===== config.mk =====
export PLATFORM = sky130hd
export DESIGN_NAME = display_writer
export DESIGN_NICKNAME = d
export VERILOG_FILES = /design/src/rtl/display_writer.sv
export SDC_FILE = /design/constraint.sdc
export NUM_CORES = 1
export LEC_CHECK = 0
export CORE_MARGIN = 1.5
export CORE_UTILIZATION = 45
export CTS_BUF_LIST = sky130_fd_sc_hd__clkbuf_16
export DETAILED_ROUTE_END_ITERATION = 8
export GPL_TIMING_DRIVEN = 0
export PLACE_DENSITY = 0.71
export SETUP_SLACK_MARGIN = 0.3
export SLEW_MARGIN = 20
export SYNTH_ARGS = -nofsm -noshare
export SYNTH_HDL_FRONTEND = slang
export SYNTH_SLANG_ARGS = --single-unit
export TNS_END_PERCENT = 10

===== constraint.sdc =====
create_clock -name clk -period 3.2 [get_ports clk]
set_clock_uncertainty 0.15 [all_clocks]
set_input_delay 0.32 -clock clk [delete_from_list [all_inputs] [get_ports clk]]
set_output_delay 0.32 -clock clk [all_outputs]
set_load 0.03 [all_outputs]

===== src/rtl/display_writer.sv =====
// display_writer: byte stream -> dsp cell writes with cursor, wrap, row/screen clears; writes land 1 cycle after the accepting cycle.
// in_ready only in IDLE (stalls during clears); optional cursor glyph via DISPLAY_WRITER_CURSOR_EN.
module display_writer #(
    parameter int         ROWS        = 30,
    parameter int         COLS        = 80,
    parameter int         ROW_W       = 5,
    parameter int         COL_W       = 7,
    parameter logic [7:0] CLEAR_ATTR  = 8'h07,
    parameter logic [7:0] CURSOR_CHAR = 8'h5F
) (
    input  logic             clk,
    input  logic             reset,
    input  logic             in_valid,
    output logic             in_ready,
    input  logic [7:0]       in_char,
    input  logic [7:0]       in_attr,
    output logic [ROW_W-1:0] dsp_row,
    output logic [COL_W-1:0] dsp_col,
    output logic             dsp_en,
    output logic             dsp_wr,
    output logic [15:0]      dsp_wr_data,
    output logic             busy,
    output logic [ROW_W-1:0] cursor_row,
    output logic [COL_W-1:0] cursor_col
);

    typedef enum logic [2:0] {
        S_CLEAR,
        S_IDLE,
        S_CLRROW
`ifdef DISPLAY_WRITER_CURSOR_EN
        , S_ERASE,
        S_DRAW
`endif
    } state_t;

`ifdef DISPLAY_WRITER_CURSOR_EN
    localparam state_t S_DONE = S_DRAW;
`else
    localparam state_t S_DONE = S_IDLE;
`endif

    localparam logic [ROW_W-1:0] LAST_ROW = ROW_W'(ROWS - 1);
    localparam logic [COL_W-1:0] LAST_COL = COL_W'(COLS - 1);
    localparam logic [15:0]      BLANK    = {CLEAR_ATTR, 8'h20};

    state_t             r_state, w_state;
    logic [ROW_W-1:0]   r_cur_row, w_cur_row, r_cnt_row, w_cnt_row, w_next_row;
    logic [COL_W-1:0]   r_cur_col, w_cur_col, r_cnt_col, w_cnt_col;
    logic               r_dsp_en, w_wr;
    logic [ROW_W-1:0]   r_dsp_row, w_row;
    logic [COL_W-1:0]   r_dsp_col, w_col;
    logic [15:0]        r_dsp_data, w_data;
    logic               w_printable;
`ifdef DISPLAY_WRITER_CURSOR_EN
    logic [7:0]         r_pend, w_pend;
`endif

    assign w_next_row  = (r_cur_row == LAST_ROW) ? '0 : r_cur_row + 1'b1;
    assign w_printable = (in_char >= 8'h20) && (in_char != 8'h7F);

    always_comb begin
        w_state   = r_state;
        w_cur_row = r_cur_row;
        w_cur_col = r_cur_col;
        w_cnt_row = r_cnt_row;
        w_cnt_col = r_cnt_col;
        w_wr      = 1'b0;
        w_row     = r_dsp_row;
        w_col     = r_dsp_col;
        w_data    = r_dsp_data;
`ifdef DISPLAY_WRITER_CURSOR_EN
        w_pend    = r_pend;
`endif
        case (r_state)
            S_CLEAR: begin
                w_wr   = 1'b1;
                w_row  = r_cnt_row;
                w_col  = r_cnt_col;
                w_data = BLANK;
                if (r_cnt_col == LAST_COL) begin
                    w_cnt_col = '0;
                    if (r_cnt_row == LAST_ROW) begin
                        w_cnt_row = '0;
                        w_cur_row = '0;
                        w_cur_col = '0;
                        w_state   = S_DONE;
                    end else begin
                        w_cnt_row = r_cnt_row + 1'b1;
                    end
                end else begin
                    w_cnt_col = r_cnt_col + 1'b1;
                end
            end
            S_CLRROW: begin
                w_wr   = 1'b1;
                w_row  = r_cur_row;
                w_col  = r_cnt_col;
                w_data = BLANK;
                if (r_cnt_col == LAST_COL) begin
                    w_cnt_col = '0;
                    w_state   = S_DONE;
                end else begin
                    w_cnt_col = r_cnt_col + 1'b1;
                end
            end
            S_IDLE: begin
                if (in_valid && w_printable) begin
                    w_wr   = 1'b1;
                    w_row  = r_cur_row;
                    w_col  = r_cur_col;
                    w_data = {in_attr, in_char};
                    if (r_cur_col == LAST_COL) begin
                        w_cur_col = '0;
                        w_cur_row = w_next_row;
                        w_cnt_col = '0;
                        w_state   = S_CLRROW;
                    end else begin
                        w_cur_col = r_cur_col + 1'b1;
                        w_state   = S_DONE;
                    end
                end else if (in_valid) begin
                    case (in_char)
`ifdef DISPLAY_WRITER_CURSOR_EN
                        8'h0A, 8'h0D, 8'h08: begin
                            w_pend  = in_char;
                            w_state = S_ERASE;
                        end
`else
                        8'h0A: begin
                            w_cur_col = '0;
                            w_cur_row = w_next_row;
                            w_cnt_col = '0;
                            w_state   = S_CLRROW;
                        end
                        8'h0D: w_cur_col = '0;
                        8'h08: begin
                            if (r_cur_col != '0) begin
                                w_cur_col = r_cur_col - 1'b1;
                                w_wr      = 1'b1;
                                w_row     = r_cur_row;
                                w_col     = r_cur_col - 1'b1;
                                w_data    = BLANK;
                            end
                        end
`endif
                        8'h0C: begin
                            w_cnt_row = '0;
                            w_cnt_col = '0;
                            w_state   = S_CLEAR;
                        end
                        default: ;
                    endcase
                end
            end
`ifdef DISPLAY_WRITER_CURSOR_EN
            // Blank the old glyph, then apply the deferred move; DRAW repaints the cell BS lands on.
            S_ERASE: begin
                w_wr    = 1'b1;
                w_row   = r_cur_row;
                w_col   = r_cur_col;
                w_data  = BLANK;
                w_state = S_DRAW;
                case (r_pend)
                    8'h0A: begin
                        w_cur_col = '0;
                        w_cur_row = w_next_row;
                        w_cnt_col = '0;
                        w_state   = S_CLRROW;
                    end
                    8'h0D:   w_cur_col = '0;
                    default: if (r_cur_col != '0) w_cur_col = r_cur_col - 1'b1;
                endcase
            end
            S_DRAW: begin
                w_wr    = 1'b1;
                w_row   = r_cur_row;
                w_col   = r_cur_col;
                w_data  = {CLEAR_ATTR, CURSOR_CHAR};
                w_state = S_IDLE;
            end
`endif
            default: w_state = S_CLEAR;
        endcase
    end

    always_ff @(posedge clk) begin
        if (reset) begin
            r_state    <= S_CLEAR;
            r_cur_row  <= '0;
            r_cur_col  <= '0;
            r_cnt_row  <= '0;
            r_cnt_col  <= '0;
            r_dsp_en   <= 1'b0;
            r_dsp_row  <= '0;
            r_dsp_col  <= '0;
            r_dsp_data <= '0;
`ifdef DISPLAY_WRITER_CURSOR_EN
            r_pend     <= '0;
`endif
        end else begin
            r_state    <= w_state;
            r_cur_row  <= w_cur_row;
            r_cur_col  <= w_cur_col;
            r_cnt_row  <= w_cnt_row;
            r_cnt_col  <= w_cnt_col;
            r_dsp_en   <= w_wr;
            r_dsp_row  <= w_row;
            r_dsp_col  <= w_col;
            r_dsp_data <= w_data;
`ifdef DISPLAY_WRITER_CURSOR_EN
            r_pend     <= w_pend;
`endif
        end
    end

    assign in_ready    = (r_state == S_IDLE);
    assign busy        = (r_state != S_IDLE);
    assign dsp_en      = r_dsp_en;
    assign dsp_wr      = r_dsp_en;
    assign dsp_row     = r_dsp_row;
    assign dsp_col     = r_dsp_col;
    assign dsp_wr_data = r_dsp_data;
    assign cursor_row  = r_cur_row;
    assign cursor_col  = r_cur_col;

endmodule


==> results of run 1 <==
## worst paths after layout
check | startpoint | slack [ns] | cells after the start | endpoint
setup / recovery | in_char[6] | 0.23 | 8 | cursor_row[3]
hold / removal | in_char[2] | 0.27 | 3 | dsp_wr_data[2]
setup reg to reg | cursor_col[1] | 0.42 | 8 | cursor_row[3]
hold reg to reg | dsp_wr_data[15] | 0.30 | 2 | dsp_wr_data[15]
## worst max-delay path, delay by kind of cell
| kind | cells | cell delay (ns) |
|---|---|---|
| AOI/OAI and AO/OA | 2 | 0.42 |
| buffers and inverters | 2 | 0.65 |
| and+or+nand+nor | 4 | 1.65 |
## layout make-up
cell class / instances / area, um^2
clock inverters: 3 / 22.5
flip-flops and latches: 55 / 1100
inverters: 12 / 45.0
repair buffers: 60 / 599
clock buffers: 5 / 125
fillers: 641 / 2730
multi-input cells: 321 / 1920
well taps: 96 / 120
plain buffers: 29 / 130
## power by group
group / internal [uW] / switching [uW] / leakage [uW]
clock network: 294 / 258 / 0.0000742
logic: 162 / 270 / 0.000888
registers: 718 / 27.5 / 0.000447
total: 1170 / 555 / 0.00141
## through the flow
stage               worst slack (ns)  hold WS, ns  cell area [um^2]
floorplan                      0.522        0.305              3170
global placement              0.0302        0.288              3890
detailed placement          -0.00276        0.294              3890
CTS                            0.293        0.267              4040
global route                   0.206        0.288              4060
finish                         0.234        0.271              4060
## per-layer routing
metal	track usage, %	wire length, um	vias up
met2	40.5	4260	113
met3	3.79	547	8
met4	8.06	72	0
met5	0	0	-
li1	-	-	1640
met1	31.0	4040	1577
## cell usage after synthesis, drive strengths merged (8+ instances only)
library cell / n
nor2: 35
inv: 12
a21oi: 48
mux2i: 9
nor3: 12
o21ai: 35
clkbuf: 23
ha: 13
or3: 10
and3: 8
nand2: 37
nand3: 29
dfxtp: 55
## registers in the layout (all words and copies together) (netlist names)
register / cells
dsp_col: 7
r_cnt_col: 7
dsp_en: 1
dsp_wr_data: 16
cursor_col: 7
cursor_row: 5
r_state: 2
dsp_row: 5
r_cnt_row: 5
## logic make-up (layout without fill, tap and decap cells)
| logic type | after synthesis | count (layout) | share of synthesized area (%) |
|---|---|---|---|
| and+or+nand+nor | 172 | 172 | 27.7 |
| AOI/OAI and AO/OA | 121 | 121 | 22.5 |
| DFF | 55 | 55 | 34.7 |
| buffers and inverters | 41 | 109 | 5.33 |
| adders and majority gates | 13 | 13 | 5.13 |
| muxes | 11 | 11 | 3.55 |
| xor gates and xnor gates | 4 | 4 | 1.10 |
## what timing repair did
item / 4_1_cts / 5_1_grt
pin swaps: 0 / 0
hold endpoints to repair: 0 / 0
endpoints found under the setup margin: 2 / 31
resized for setup: 2 / 11
gates cloned: 0 / 0
==> metrics.cfg, run 1 <==
[synthesis]
async_reset_ff_share_pct = 0
netlist.area_leader.share_pct = 34.7
yosysWarnings = 0
syn-cell-area_um2 = 3170
synth_largest_area_cell = dfxtp_1
ys_ff_latch = 55
avgSynthCellArea_um2 = 7.60
mappedNetlistNets = 449
ys_seq_area_share_pct = 34.7
ys_types = 49
synth.area.top_cells = dfxtp_1 35%, a21oi_1 7.6%, o21ai_0 5.2%
synth_edf_count = 0
synth_ff_type = dfxtp_1
synthCells = 417

[clock_network]
cts_root_buf = clkbuf_16
clkTransAtPathRegs_ns = 0.07
cts_buffer_depth = 2
numCtsBuffers = 5
cts_tree = built
htree_levels = 2
post_cts_buffers = 0
cts_sinks = 55
insertion_delay_ns = 0.29
cts_hold_buf = 0

[worst_hold_path]
min-delay-path-class = input port to flip-flop

[timing]
worst_slew_pin_slew_ns = 0.668
max_freq_mhz = 337
period_share_pct = 92.7
hold_violations = 0
rsz0062_at_grt = true
drv_slew = 0
finalSetupViolations = 0
layout_min_cycle_time_ns = 2.97
max_slew_margin_pct = 55.5
setup_tns_ns = 0

[floorplan]
die-width_um = 86.9
initial_core_util_pct = 46.7
rows = 30
die_area_um2 = 7560
die-height_um = 86.9
ios = 63
fp.coreArea_um2 = 6790

[setup_path]
crit_required_ns = 3.27
crit_arrival_ns = 3.03
end_kind = flip-flop
start_kind = input port
cp_slowest_cell = or4b_4
critPathKind = input port to flip-flop
crit_chain = clkdlybuf4s50_1, or4b_4, or3_1, o221a_1, or2_1, buf_6, or4_1, a21oi_1
slowest_delay_ns = 0.60
path_max_fanout = 10

[detailed_routing]
drt_first_pass_iters = 5
vias = 3338
routedWlPerCell_um = 15.3
ant_nets = 0
drt_iter0_markers = 182
drcViolationCount = 0
totalWireLength_um = 8920
detail_route.vias_per_cell = 5.75

[cells_and_area]
finalNetCount = 516
layout-drive-gt1-share_pct = 6.19
final_cells = 581
syn_to_final_growth_pct = 28.1
final_common_cell = clkdlybuf4s50_1
antenna_cells = 0
finish.utilization_pct = 59.8
layout_common_cells = 59 x clkdlybuf4s50_1, 54 x dfxtp_1, 47 x a21oi_1

[global_route]
grt_first_pass_wirelength_um = 14500
grtUsageTotal_pct = 24.0
grt_max_degree = 19
antenna_found_initial = 0
grt-ovfl-total = 0
first_global_vias = 3071

[status]
status = finished, final reports clean

[place]
placed_cells = 573
io_buffers = 60
hpwl_um = 6500
place_congestion = 0.873

[run]
cap_viol_max_count = 0

[power]
powerDensity_nw_per_um2 = 426
peakVddDrop_uv = 237
power_uw = 1730
cellLeakagePower_uw = 0.00141

(Power assumes the default switching activity.)
==> run 2, diff against run 1 <==
--- a/config.mk
+++ b/config.mk
@@ -5,6 +5,7 @@
 export SDC_FILE = /design/constraint.sdc
 export NUM_CORES = 1
 export LEC_CHECK = 0
+export ABC_CLOCK_PERIOD_IN_PS = 3200
 export CORE_MARGIN = 1.5
 export CORE_UTILIZATION = 45
 export CTS_BUF_LIST = sky130_fd_sc_hd__clkbuf_16
==> constraint.sdc (replaced) <==
create_clock -name clk -period 3.2 [get_ports clk]
set_clock_uncertainty 0.15 [all_clocks]
set_input_delay 0.32 -clock clk [delete_from_list [all_inputs] [get_ports clk]]
set_output_delay 0.32 -clock clk [all_outputs]
set_load 0.01 [all_outputs]
==> run 2 against run 1 <==
Routed wire length about the same. Register-to-register slack about the same. Via count increased by 0.21%. Total power decreased by 2.5%. Sequential power about the same. Sequential cell count unchanged. Critical path type unchanged. Largest power group unchanged.
==> metrics.cfg, run 2 (synthesis results as in run 1) <==
[place]
hpwl_um = 6500  ; unchanged
place_congestion = 0.873  ; unchanged
pre_cts_slack_ns = -0.00276  ; unchanged
placed_area_um2 = 3890  ; unchanged
io_buffers = 60  ; unchanged

[floorplan]
die_area_um2 = 7560  ; unchanged
initial_core_util_pct = 46.7  ; unchanged
ios = 63  ; unchanged
fp.coreArea_um2 = 6790  ; unchanged
die-width_um = 86.9  ; unchanged
die-height_um = 86.9  ; unchanged
rows = 30  ; unchanged

[timing]
hold_violations = 0  ; unchanged
finalSetupViolations = 0  ; unchanged
period_share_pct = 92.4  ; -0.26 points
drv_slew = 0  ; unchanged
layout_min_cycle_time_ns = 2.96  ; -0.00831 ns
setup_tns_ns = 0  ; unchanged
max_slew_margin_pct = 55.6  ; +0.18 points
setup_slack_ns = 0.242  ; +0.00831 ns
worst_slew_pin_slew_ns = 0.665  ; -0.00265 ns
rsz0062_at_grt = true
max_freq_mhz = 338  ; +0.28%

[global_route]
grt-ovfl-total = 0  ; unchanged
antenna_found_initial = 0  ; unchanged
first_global_vias = 3070  ; -0.033%
grtUsageTotal_pct = 23.9  ; about the same
grt_max_degree = 19  ; unchanged
grt_first_pass_wirelength_um = 14500  ; about the same

[clock_network]
cts_root_buf = clkbuf_16
insertion_delay_ns = 0.29  ; about the same
cts_hold_buf = 0  ; unchanged
clkTransAtPathRegs_ns = 0.07  ; about the same
htree_levels = 2  ; unchanged
cts_tree = built
numCtsBuffers = 5  ; unchanged
cts_buffer_depth = 2  ; unchanged
cts_sinks = 55  ; unchanged

[detailed_routing]
routedWlPerCell_um = 15.3  ; about the same
wl_met3_um = 590  ; +7.9%
drt_first_pass_iters = 5  ; unchanged
dr_wl_met2_um = 4290  ; +0.82%
totalWireLength_um = 8920  ; about the same
met1_length_um = 3960  ; -1.9%
ant_nets = 0  ; unchanged
detail_route.vias_per_cell = 5.76  ; +0.21%
vias = 3345  ; +0.21%
drt_iter0_markers = 196  ; +7.7%
drcViolationCount = 0  ; unchanged
routed.top_layer = met4

[power]
powerDensity_nw_per_um2 = 415  ; -2.5%
power_uw = 1690  ; -2.5%
peakVddDrop_uv = 238  ; +0.56%
cellLeakagePower_uw = 0.00141  ; +0.13%

[cells_and_area]
syn_to_final_growth_pct = 28.1  ; about the same
antenna_cells = 0  ; unchanged
fin_area_um2 = 4060  ; about the same
largest_register_ff_count = 16  ; unchanged
layout_common_cells = 60 x clkdlybuf4s50_1, 54 x dfxtp_1, 47 x a21oi_1
finalNetCount = 516  ; unchanged
nFillCells = 640  ; -0.16%
layout-drive-gt1-share_pct = 6.19  ; unchanged
final_common_cell = clkdlybuf4s50_1

[setup_path]
start_kind = input port
crit_arrival_ns = 3.02  ; about the same
path_max_fanout = 10  ; unchanged
end_kind = flip-flop
critPathKind = input port to flip-flop
crit_required_ns = 3.27  ; about the same

[worst_hold_path]
min-delay-path-class = input port to flip-flop

[status]
status = finished, final reports clean

[run]
cap_viol_max_count = 0  ; unchanged

-- run 2: path summary, 6_finish.rpt --
kind / startpoint / end / slack [ns] / depth (start not counted)
min reg2reg: dsp_wr_data[15] / dsp_wr_data[15] / 0.30 / 2
min: in_char[2] / dsp_wr_data[2] / 0.27 / 3
max reg2reg: cursor_col[1] / cursor_row[3] / 0.42 / 8
max: in_char[6] / cursor_row[3] / 0.24 / 8
-- run 2: routing by layer --
metal  track usage, %  vias up
met5                0        -
met4             8.06        0
met3             3.79        8
met2             40.5      123
met1             31.0     1570
li1                 -     1644
-- run 2: repair_timing --
item                       in CTS  in global routing
buffers inserted                0                  0
gates resized for setup         1                 11
setup endpoints to repair       2                 32
-- run 2: cell type report --
class / instances / area (um^2) / area share [%]
Tap cell: 96 / 120 / 2.96
Clock inverter: 3 / 22.5 / 0.555
Inverter: 12 / 45.0 / 1.11
Buffer: 29 / 130 / 3.20
Multi-Input combinational cell: 321 / 1920 / 47.2
Sequential cell: 55 / 1100 / 27.1
Clock buffer: 5 / 125 / 3.08
Timing Repair Buffer: 60 / 601 / 14.8
-- run 2: worst max-delay path: stages --
cell	delay, ns
clkdlybuf4s50_1	0.50
or4b_4	0.59
or3_1	0.35
o221a_1	0.25
or2_1	0.23
buf_6	0.14
or4_1	0.47
a21oi_1	0.16
-- run 2: where the power goes --
group          internal [uW]  leakage (uW)  total (uW)  switching [uW]
sequential               718      0.000447         745            27.6
clock                    293     0.0000742         550             256
combinational            164      0.000890         390             227
total                   1170       0.00141        1690             511
-- run 2: per-stage QoR --
step / util [%] / hold slack (ns) / instances
after global routing: 59.8 / 0.288 / 581
after detailed placement: 57.3 / 0.294 / 573
after global placement: 57.3 / 0.288 / 573
after CTS: 59.5 / 0.267 / 581
final: 59.8 / 0.270 / 581
after floorplan: - / 0.305 / 417
==> run 3, diff against run 2 <==
--- a/config.mk
+++ b/config.mk
@@ -7,11 +7,11 @@
 export LEC_CHECK = 0
 export ABC_CLOCK_PERIOD_IN_PS = 3200
 export CORE_MARGIN = 1.5
-export CORE_UTILIZATION = 45
+export CORE_UTILIZATION = 52
 export CTS_BUF_LIST = sky130_fd_sc_hd__clkbuf_16
 export DETAILED_ROUTE_END_ITERATION = 8
 export GPL_TIMING_DRIVEN = 0
-export PLACE_DENSITY = 0.71
+export PLACE_DENSITY = 0.8
 export SETUP_SLACK_MARGIN = 0.3
 export SLEW_MARGIN = 20
 export SYNTH_ARGS = -nofsm -noshare
==> run 3 against run 2 <==
Utilization up 8.2 points. Register-to-register slack better by 0.04 ns. Non-clock buffer count did not move. Combinational power about the same. Hold slack got worse by 0.00094 ns. Design area fell by 0.89%. Sequential share of layout area up 0.21 points. First-iteration DRC count increased by 34%. Largest cell class unchanged.
==> metrics.cfg, run 3 (synthesis results as in run 1) <==
[global_route]
first_global_vias = 3026  ; -1.4%
grt-ovfl-total = 0  ; unchanged
antenna_found_initial = 0  ; unchanged
grt_max_degree = 19  ; unchanged
grt_first_pass_wirelength_um = 14300  ; -1.7%
grtUsageTotal_pct = 27.4  ; +3.5 points

[place]
pre_cts_slack_ns = 0.0426  ; +0.0453 ns
place_congestion = 0.944  ; +8.1%
hpwl_um = 6370  ; -2.0%
io_buffers = 60  ; unchanged

[detailed_routing]
drt_iter0_markers = 262  ; +34%
ant_nets = 0  ; unchanged
drcViolationCount = 0  ; unchanged
vias = 3381  ; +1.1%
routedWlPerCell_um = 15.9  ; +3.3%
drt_first_pass_iters = 5  ; unchanged
detail_route.vias_per_cell = 6.04  ; +4.9%
totalWireLength_um = 8880  ; -0.41%

[setup_path]
end_kind = flip-flop
rrSetupSlack_ns = 0.46  ; +0.04 ns
path_max_fanout = 10  ; unchanged
crit_required_ns = 3.28  ; about the same
crit_arrival_ns = 2.94  ; -0.08 ns
start_kind = input port
r2r_end = cursor_row[4]
rr_worst_depth = 8  ; unchanged
critPathKind = input port to flip-flop
worstReg2RegStart = cursor_col[0]

[timing]
rsz0062_at_grt = true
worst_slew_pin_slew_ns = 0.590  ; -0.0757 ns
finalSetupViolations = 0  ; unchanged
setup_tns_ns = 0  ; unchanged
max_freq_mhz = 349  ; +3.3%
period_share_pct = 89.4  ; -3.0 points
max_slew_margin_pct = 60.7  ; +5.0 points
layout_min_cycle_time_ns = 2.86  ; -0.0956 ns
hold_violations = 0  ; unchanged
drv_slew = 0  ; unchanged
setup_slack_ns = 0.338  ; +0.0956 ns

[worst_hold_path]
min-delay-path-class = input port to flip-flop
holdCritStartpoint = in_char[2]
holdPathEnd = dsp_wr_data[2]
hold_path_depth = 3  ; unchanged

[clock_network]
cts_root_buf = clkbuf_16
cts_tree = built
clkTransAtPathRegs_ns = 0.07  ; about the same
post_cts_buffers = 0  ; unchanged
cts_buffer_depth = 2  ; unchanged
cts_hold_buf = 0  ; unchanged
numCtsBuffers = 5  ; unchanged
cts_resized = 1  ; unchanged
cts_sinks = 55  ; unchanged
htree_levels = 2  ; unchanged
insertion_delay_ns = 0.29  ; about the same

[cells_and_area]
finalNetCount = 516  ; unchanged
syn_to_final_growth_pct = 27.0
largest_register_ff_count = 16  ; unchanged
layout-drive-gt1-share_pct = 5.15  ; -1.0 points
antenna_cells = 0  ; unchanged
nFillCells = 520  ; -19%
final_common_cell = clkdlybuf4s50_1
layout_common_cells = 60 x clkdlybuf4s50_1, 55 x dfxtp_1, 47 x a21oi_1

[run]
cap_viol_max_count = 0  ; unchanged

[floorplan]
fp.coreArea_um2 = 5920  ; -13%
die-width_um = 81.1  ; -6.7%
initial_core_util_pct = 53.6  ; +6.9 points
die-height_um = 81.1  ; -6.7%
rows = 28  ; -6.7%
ios = 63  ; unchanged
die_area_um2 = 6570  ; -13%

[power]
powerDensity_nw_per_um2 = 421  ; +1.5%
cellLeakagePower_uw = 0.00140  ; -0.97%
peakVddDrop_uv = 293  ; +23%

[status]
status = finished, final reports clean

run 3: cell count changes in the layout (fill, tap and decap cells not counted), sizes merged:
cell      previous run  this run
clkinvlp             0         1
clkinv               2         1
run 3: how the worst max path moves through the flow:
stage,start,endpoint,cells past startpoint
global route,in_char[7],cursor_row[3],8
detailed placement,in_char[6],cursor_row[3],8
finish,in_char[6],cursor_row[4],8
floorplan,in_char[6],cursor_row[3],7
CTS,in_char[6],cursor_row[4],8
global placement,in_char[6],cursor_row[4],8
run 3: final cells by class:
class / instances / area [um^2] / share of cell area (%)
Clock buffer: 5 / 125 / 3.11
Sequential cell: 55 / 1100 / 27.4
Timing Repair Buffer: 60 / 601 / 14.9
Tap cell: 75 / 93.8 / 2.33
Clock inverter: 3 / 23.8 / 0.591
Buffer: 29 / 126 / 3.14
Multi-Input combinational cell: 321 / 1910 / 47.4
Inverter: 12 / 45.0 / 1.12
run 3: where the power goes:
group	switching, uW	leakage [uW]	internal (uW)
Combinational	225	0.000879	162
Sequential	27.1	0.000446	718
Clock	268	0.0000717	295
Total	521	0.00140	1170
run 3: metrics by stage:
step / instance area [um^2] / std cells / util [%] / total power, uW / hold slack, ns
2_1_floorplan: 3170 / 417 / - / 983 / 0.305
3_3_place_gp: 3860 / 552 / 65.3 / 1130 / 0.289
3_5_place_dp: 3860 / 552 / 65.3 / 1140 / 0.296
4_1_cts: 4020 / 560 / 67.8 / 1700 / 0.273
5_1_grt: 4030 / 560 / 68.0 / 1760 / 0.299
6_report: 4030 / 560 / 68.0 / 1700 / 0.269
run 3: critical path: stages:
cell and delay (ns):
clkdlybuf4s50_1 0.48, or4b_4 0.58, or3_1 0.34, o221a_1 0.24
or2_1 0.23, buf_6 0.14, or4_1 0.47, a21oi_1 0.14
run 3: layer usage:
metal	global-route usage [%]	vias up	wire (um)
met5	0	-	0
met4	7.76	0	111
met3	4.72	10	633
met2	45.7	136	4220
met1	36.5	1586	3910
li1	-	1649	-
